### src/rtl/keyboard_encoder26_if.sv
// Letter handshake between the keyboard front end and the rotor/plugboard core.
interface keyboard_encoder26_if;
  logic [4:0] LETTER;
  logic       VALID;
  logic       READY;

  // Keyboard side: offers letters.
  modport master (output LETTER, output VALID, input READY);
  // Core side: accepts letters.
  modport slave  (input LETTER, input VALID, output READY);
endinterface

### src/rtl/keyboard_encoder26.sv
// Keyboard front end: synchronises and debounces 26 one-per-letter key lines,
// accepts a single pressed key and offers its 5-bit index once per press.
module keyboard_encoder26 #(
  parameter int DEBOUNCE_CYCLES = 16,
  parameter int CNT_W           = 20
) (
  input  logic                        CLOCK_50,
  input  logic                        RESETN,
  input  logic [25:0]                 KEYS,
  keyboard_encoder26_if.master        bus,
  output logic                        MULTI_ERR,
  output logic                        BUSY
);

  localparam logic [CNT_W-1:0] CNT_MAX = CNT_W'(DEBOUNCE_CYCLES - 1);
  localparam logic [CNT_W-1:0] CNT_ONE = CNT_W'(1'b1);

  typedef enum logic [1:0] {
    IDLE         = 2'd0,
    DEBOUNCE     = 2'd1,
    OFFER        = 2'd2,
    WAIT_RELEASE = 2'd3
  } state_t;

  // More than one bit set: clearing the lowest set bit leaves something behind.
  function automatic logic is_multi(input logic [25:0] v);
    return |(v & (v - 26'd1));
  endfunction

  function automatic logic is_onehot(input logic [25:0] v);
    return (v != 26'd0) && !is_multi(v);
  endfunction

  // Index of the set bit; only meaningful when v is one-hot.
  function automatic logic [4:0] onehot_index(input logic [25:0] v);
    logic [4:0] idx;
    idx = 5'd0;
    for (int i = 0; i < 26; i++) begin
      if (v[i]) begin
        idx = 5'(i);
      end
    end
    return idx;
  endfunction

  function automatic logic [25:0] onehot_of(input logic [4:0] idx);
    return 26'd1 << idx;
  endfunction

  state_t            state_r, state_nxt_s;
  logic [25:0]       sync1_r, sk_r;
  logic [CNT_W-1:0]  cnt_r, cnt_nxt_s;
  logic [4:0]        cand_r, cand_nxt_s;
  logic [4:0]        letter_r, letter_nxt_s;
  logic              valid_r, valid_nxt_s;
  logic              multi_r, busy_r;

  // Next-state and output decisions, all taken from the synchronised keys.
  always_comb begin
    state_nxt_s  = state_r;
    cnt_nxt_s    = cnt_r;
    cand_nxt_s   = cand_r;
    letter_nxt_s = letter_r;
    valid_nxt_s  = valid_r;
    case (state_r)
      IDLE: begin
        if (is_onehot(sk_r)) begin
          cand_nxt_s  = onehot_index(sk_r);
          cnt_nxt_s   = {CNT_W{1'b0}};
          state_nxt_s = DEBOUNCE;
        end else begin
          cnt_nxt_s   = {CNT_W{1'b0}};
        end
      end
      DEBOUNCE: begin
        if (sk_r == onehot_of(cand_r)) begin
          if (cnt_r == CNT_MAX) begin
            state_nxt_s  = OFFER;
            valid_nxt_s  = 1'b1;
            letter_nxt_s = cand_r;
            cnt_nxt_s    = {CNT_W{1'b0}};
          end else begin
            cnt_nxt_s    = cnt_r + CNT_ONE;
          end
        end else begin
          state_nxt_s = IDLE;
          cnt_nxt_s   = {CNT_W{1'b0}};
        end
      end
      OFFER: begin
        // The letter is committed: key changes cannot withdraw it.
        if (bus.READY) begin
          valid_nxt_s = 1'b0;
          cnt_nxt_s   = {CNT_W{1'b0}};
          state_nxt_s = WAIT_RELEASE;
        end else begin
          valid_nxt_s = 1'b1;
        end
      end
      WAIT_RELEASE: begin
        if (sk_r == 26'd0) begin
          if (cnt_r == CNT_MAX) begin
            state_nxt_s = IDLE;
            cnt_nxt_s   = {CNT_W{1'b0}};
          end else begin
            cnt_nxt_s   = cnt_r + CNT_ONE;
          end
        end else begin
          cnt_nxt_s = {CNT_W{1'b0}};
        end
      end
      default: begin
        state_nxt_s = IDLE;
        valid_nxt_s = 1'b0;
        cnt_nxt_s   = {CNT_W{1'b0}};
      end
    endcase
  end

  // State, synchroniser and registered outputs; reset clears everything.
  always_ff @(posedge CLOCK_50) begin
    if (!RESETN) begin
      state_r  <= IDLE;
      sync1_r  <= 26'd0;
      sk_r     <= 26'd0;
      cnt_r    <= {CNT_W{1'b0}};
      cand_r   <= 5'd0;
      letter_r <= 5'd0;
      valid_r  <= 1'b0;
      multi_r  <= 1'b0;
      busy_r   <= 1'b0;
    end else begin
      state_r  <= state_nxt_s;
      sync1_r  <= KEYS;
      sk_r     <= sync1_r;
      cnt_r    <= cnt_nxt_s;
      cand_r   <= cand_nxt_s;
      letter_r <= letter_nxt_s;
      valid_r  <= valid_nxt_s;
      multi_r  <= is_multi(sk_r);
      busy_r   <= (state_nxt_s != IDLE);
    end
  end

  assign bus.LETTER = letter_r;
  assign bus.VALID  = valid_r;
  assign MULTI_ERR  = multi_r;
  assign BUSY       = busy_r;

endmodule

### src/flat_wrapper.sv
// flat-port wrapper written by rule: the top's interface ports become plain ports
module keyboard_encoder26_flat 
#(
  parameter int DEBOUNCE_CYCLES = 16,
  parameter int CNT_W           = 20
)
  (CLOCK_50, RESETN, KEYS, MULTI_ERR, BUSY, bus_LETTER, bus_VALID, bus_READY);
  keyboard_encoder26_if bus_i ();
  input  logic CLOCK_50;
  input  logic RESETN;
  input  logic [25:0] KEYS;
  output logic MULTI_ERR;
  output logic BUSY;
  output wire logic [$bits(bus_i.LETTER)-1:0] bus_LETTER;
  output wire logic [$bits(bus_i.VALID)-1:0] bus_VALID;
  input wire logic [$bits(bus_i.READY)-1:0] bus_READY;
  assign bus_LETTER = bus_i.LETTER;
  assign bus_VALID = bus_i.VALID;
  assign bus_i.READY = bus_READY;
  keyboard_encoder26 #(.DEBOUNCE_CYCLES(DEBOUNCE_CYCLES), .CNT_W(CNT_W)) u_core (.CLOCK_50(CLOCK_50), .RESETN(RESETN), .KEYS(KEYS), .bus(bus_i), .MULTI_ERR(MULTI_ERR), .BUSY(BUSY));
endmodule
### config.mk
export PLATFORM = sky130hd
export DESIGN_NAME = keyboard_encoder26_flat
export DESIGN_NICKNAME = d
export VERILOG_FILES = /design/src/rtl/keyboard_encoder26_if.sv /design/src/rtl/keyboard_encoder26.sv /design/src/flat_wrapper.sv
export SDC_FILE = /design/constraint.sdc
export NUM_CORES = 1
export LEC_CHECK = 0
export CORE_MARGIN = 2
export CORE_UTILIZATION = 59
export CTS_CLUSTER_DIAMETER = 120
export DETAILED_ROUTE_END_ITERATION = 12
export GPL_TIMING_DRIVEN = 0
export PLACE_DENSITY_LB_ADDON = 0.12
export SYNTH_ARGS = -nofsm -noshare
export SYNTH_HDL_FRONTEND = slang
export SYNTH_SLANG_ARGS = --single-unit
### constraint.sdc
create_clock -name CLOCK_50 -period 2.9 [get_ports CLOCK_50]
set_input_delay 0.87 -clock CLOCK_50 [delete_from_list [all_inputs] [get_ports CLOCK_50]]
set_output_delay 0.87 -clock CLOCK_50 [all_outputs]
set_load 0.03 [all_outputs]
==> flow_summary.json <==
{
  "detailedRoute.firstPassIterationCount": 5,
  "synth_top_area_share_pct": 36.9,
  "number_of_enable_type_register_cells_in_the_synthesized_netlist": 0,
  "grt_first_pass_wirelength_um": 18600,
  "syn_area_mm2": 0.00472,
  "placement.cell_area_mm2": 0.00519,
  "p_per_area_mw_per_mm2": 497,
  "fp.coreArea_mm2": 0.00773,
  "clock_sink_count": 87,
  "clock_skew_ns": 0.0151,
  "crit_chain": "buf_4 > nor4_4 > nand4_1 > buf_4 > o21ai_0 > nand3_1 > nor4_4 > nand3_4 > a2111o_1 > a21oi_2",
  "grt_max_degree": 20,
  "worst_setup_path_startpoint": "u_core.sk_r[11]$_SDFF_PN0_",
  "cts_buffers": 9,
  "largest_vdd_supply_drop_uv": 432,
  "synth_top_cells_by_area": "sky130_fd_sc_hd__dfxtp_1, sky130_fd_sc_hd__and2_1, sky130_fd_sc_hd__nand2_1",
  "slew-limit-headroom_pct": 59.3,
  "r2r-end": "u_core.cand_r[1]$_SDFFE_PN0P_",
  "critical_path.max_fanout": 8,
  "h-tree-depth": 3,
  "rrSetupSlack_ns": 0.08,
  "finalWorstPathRequiredPeriod_ns": 2.82,
  "final_max_slew_viol_count": 0,
  "synth_seq_area_share_pct": 36.9,
  "routedWlPerCell_um": 15.6,
  "syn_inst": 552,
  "crit-reg2reg-launch": "u_core.sk_r[11]$_SDFF_PN0_",
  "yosysWarningCount": 0,
  "fillCellCount": 621,
  "detailroute.via_count": 4207,
  "synth.avg_cell_area_um2": 8.54,
  "total_leakage_power_nw": 1.91,
  "power.net_switching_mw": 0.812,
  "ys_seq_elements": 87,
  "whs_endpoint": "u_core.sk_r[5]$_SDFF_PN0_",
  "post-route-period-util_pct": 97.3,
  "power_report.internal_total_mw": 1.92,
  "antenna_left": 0,
  "setup_viol_count_final": 0,
  "arrival_ns": 3.10,
  "fin_hold_ws_ns": 0.434,
  "antenna_found_initial": 0,
  "tritoncts": "yes",
  "globalRouteOverflowTotal": 0,
  "yosysMostFrequentCell": "sky130_fd_sc_hd__dfxtp_1",
  "root_buffer": "sky130_fd_sc_hd__clkbuf_8",
  "row_count": 32,
  "maximum_clock_frequency_mhz": 354,
  "ff2ff_path_depth": 10,
  "worst_skew_pair.late_latency_ns": 0.36,
  "io_buffer_count": 35,
  "design.final.nets": 636,
  "die_width_um": 93.4,
  "drive_above_1_share_pct": 13.0,
  "synth-async-reset-ratio_pct": 0,
  "endpoint_kind": "register",
  "worstPathBufferInverterCount": 2,
  "cts.reportedPaths.clkPinSlew_ns": 0.09,
  "hp-start": "u_core.sync1_r[5]$_SDFF_PN0_",
  "gp_routability_congestion": 0.956,
  "area_growth_pct": 16.5,
  "count_of_final_hold_check_violations": 0,
  "grtUsageTotal_pct": 26.6,
  "min-delay-path-class": "reg2reg",
  "p_sw_share_pct": 29.8,
  "critPathLaunchType": "register",
  "critical_path_class": "reg2reg",
  "post-route-cell-area_mm2": 0.00549,
  "synth_top_cell_by_area": "sky130_fd_sc_hd__dfxtp_1",
  "required_ns": 3.18,
  "post_synth_most_frequent_cells": "sky130_fd_sc_hd__dfxtp_1, sky130_fd_sc_hd__and2_1, sky130_fd_sc_hd__nand2_1, sky130_fd_sc_hd__nor2_1, sky130_fd_sc_hd__nand3_1",
  "fp.dieH_um": 93.4,
  "power_frac_clock_pct": 31.5,
  "synth_ff_type": "sky130_fd_sc_hd__dfxtp_1",
  "detailed_place_hpwl_um": 7990,
  "hold_depth": 1,
  "num_antenna_cells": 0,
  "tightest_slew_ns": 0.611,
  "finalWirelength_um": 11000,
  "worst_path_dominant_cell_family": "simple AND/OR/NAND/NOR gates",
  "dieArea_mm2": 0.00872,
  "cts-root-to-sink-buffers": 2,
  "outcome": "finished clean",
  "io_pins": 37,
  "pwr-share-seq_pct": 47.7,
  "totalPowerFinal_mw": 2.73,
  "detailedRoute.firstIterationViolations": 374,
  "mappedNetlistNets": 587,
  "delay_of_the_slowest_cell_on_the_worst_path_ns": 0.43,
  "routed_via_count_divided_by_cell_count": 5.94,
  "power.combinational.fraction_pct": 20.8,
  "first_global_vias": 3984,
  "detail_route.drc_violations": 0,
  "maxCapViolCount": 0,
  "yosys.cell_types.count": 79,
  "timing.critical_path.slowest_stage_cell": "sky130_fd_sc_hd__nor4_4",
  "initial_utilization_pct": 61.0
}
cells in the final DEF, fill, tap and decap left out, drive strengths merged, types with 8 or more instances in the layout:
cell type,count
o22ai,10
nand3b,8
dfxtp,87
a31oi,11
nor2,38
a21oi,11
nand4,8
nor4bb,8
nor4,13
nand3,36
nor3,12
buf,22
nand2b,12
nand2,50
mux2i,8
o21ai,31
o31ai,13
and2,55
clkdlybuf4s50,35
clkbuf,29
inv,14
power by group through the flow:
stage,logic (mW),clock network [mW],registers (mW)
4_1_cts,0.549,0.877,1.30
5_1_grt,0.621,0.927,1.31
3_3_place_gp,0.531,0,1.32
3_5_place_dp,0.545,0,1.32
6_report,0.568,0.861,1.30
2_1_floorplan,0.378,0,1.33
registers in the layout, summed over array words and instances, names as in the netlist:
signal	count
u_core.BUSY	1
u_core.MULTI_ERR	1
u_core.bus.LETTER	5
u_core.bus.VALID	1
u_core.cand_r	5
u_core.cnt_r	20
u_core.sk_r	26
u_core.state_r	2
u_core.sync1_r	26
how the worst max path moves through the flow:
stage                                    endpoint  slack [ns]  cells past startpoint
finish              u_core.cand_r[1]$_SDFFE_PN0P_        0.08                     10
global route               u_core.BUSY$_SDFF_PN0_       -0.06                     11
CTS                 u_core.cnt_r[10]$_SDFFE_PN0P_        0.02                      9
detailed placement   u_core.cnt_r[9]$_SDFFE_PN0P_       -0.03                     10
global placement     u_core.cnt_r[9]$_SDFFE_PN0P_      -0.002                     11
floorplan           u_core.cnt_r[10]$_SDFFE_PN0P_        0.49                     10
worst reg2reg max path, stage by stage, from the launching register on:
cell,delay [ns]
sky130_fd_sc_hd__dfxtp_1,0.31
sky130_fd_sc_hd__buf_4,0.16
sky130_fd_sc_hd__nor4_4,0.36
sky130_fd_sc_hd__nand4_1,0.25
sky130_fd_sc_hd__buf_4,0.21
sky130_fd_sc_hd__o21ai_0,0.18
sky130_fd_sc_hd__nand3_1,0.14
sky130_fd_sc_hd__nor4_4,0.43
sky130_fd_sc_hd__nand3_4,0.14
sky130_fd_sc_hd__a2111o_1,0.43
sky130_fd_sc_hd__a21oi_2,0.13
layer usage:
layer / track usage, % / part of all wire [%] / up-vias
met5: 0 / 0 / -
met4: 10.2 / 2.4 / 0
met3: 4.43 / 6.7 / 23
met2: 42.0 / 46 / 149
met1: 36.5 / 45 / 1948
li1: - / - / 2087
area by class of cell:
| cell class | instances | area [µm²] | share of cell area (%) |
|---|---|---|---|
| clock inverter | 7 | 80.1 | 1.46 |
| buffer | 35 | 200 | 3.64 |
| inverter | 13 | 48.8 | 0.888 |
| multi-input combinational | 413 | 2770 | 50.4 |
| sequential | 87 | 1740 | 31.7 |
| clock buffer | 9 | 124 | 2.25 |
| tap | 102 | 128 | 2.32 |
| timing repair buffer | 42 | 403 | 7.33 |
through the flow:
step / util, % / TNS, ns / setup slack [ns] / instances
finish: 71.1 / 0 / 0.0776 / 708
detailed placement: 67.2 / -0.102 / -0.0323 / 689
global placement: 67.2 / -0.00169 / -0.00169 / 689
floorplan: - / 0 / 0.485 / 552
CTS: 69.9 / 0 / 0.0178 / 704
global route: 71.1 / -0.182 / -0.0632 / 708
repair_timing:
| item | CTS | global route |
|---|---|---|
| pin swaps | 0 | 7 |
| buffers inserted | 0 | 7 |
| resized for setup | 1 | 13 |
| setup endpoints to repair | 12 | 27 |
| hold endpoints to repair | 0 | 0 |
| hold buffers | 0 | 0 |
cell families after synthesis:
family	Yosys count	share of synthesized area [%]
AOI/OAI and AO/OA	116	17.8
xor gates and xnor gates	3	0.557
adders and majority gates	6	1.59
buffers and inverters	52	5.54
DFF	87	36.9
muxes	11	2.41
and+or+nand+nor	277	35.2
Note: power is estimated with default switching activity, not from simulation.
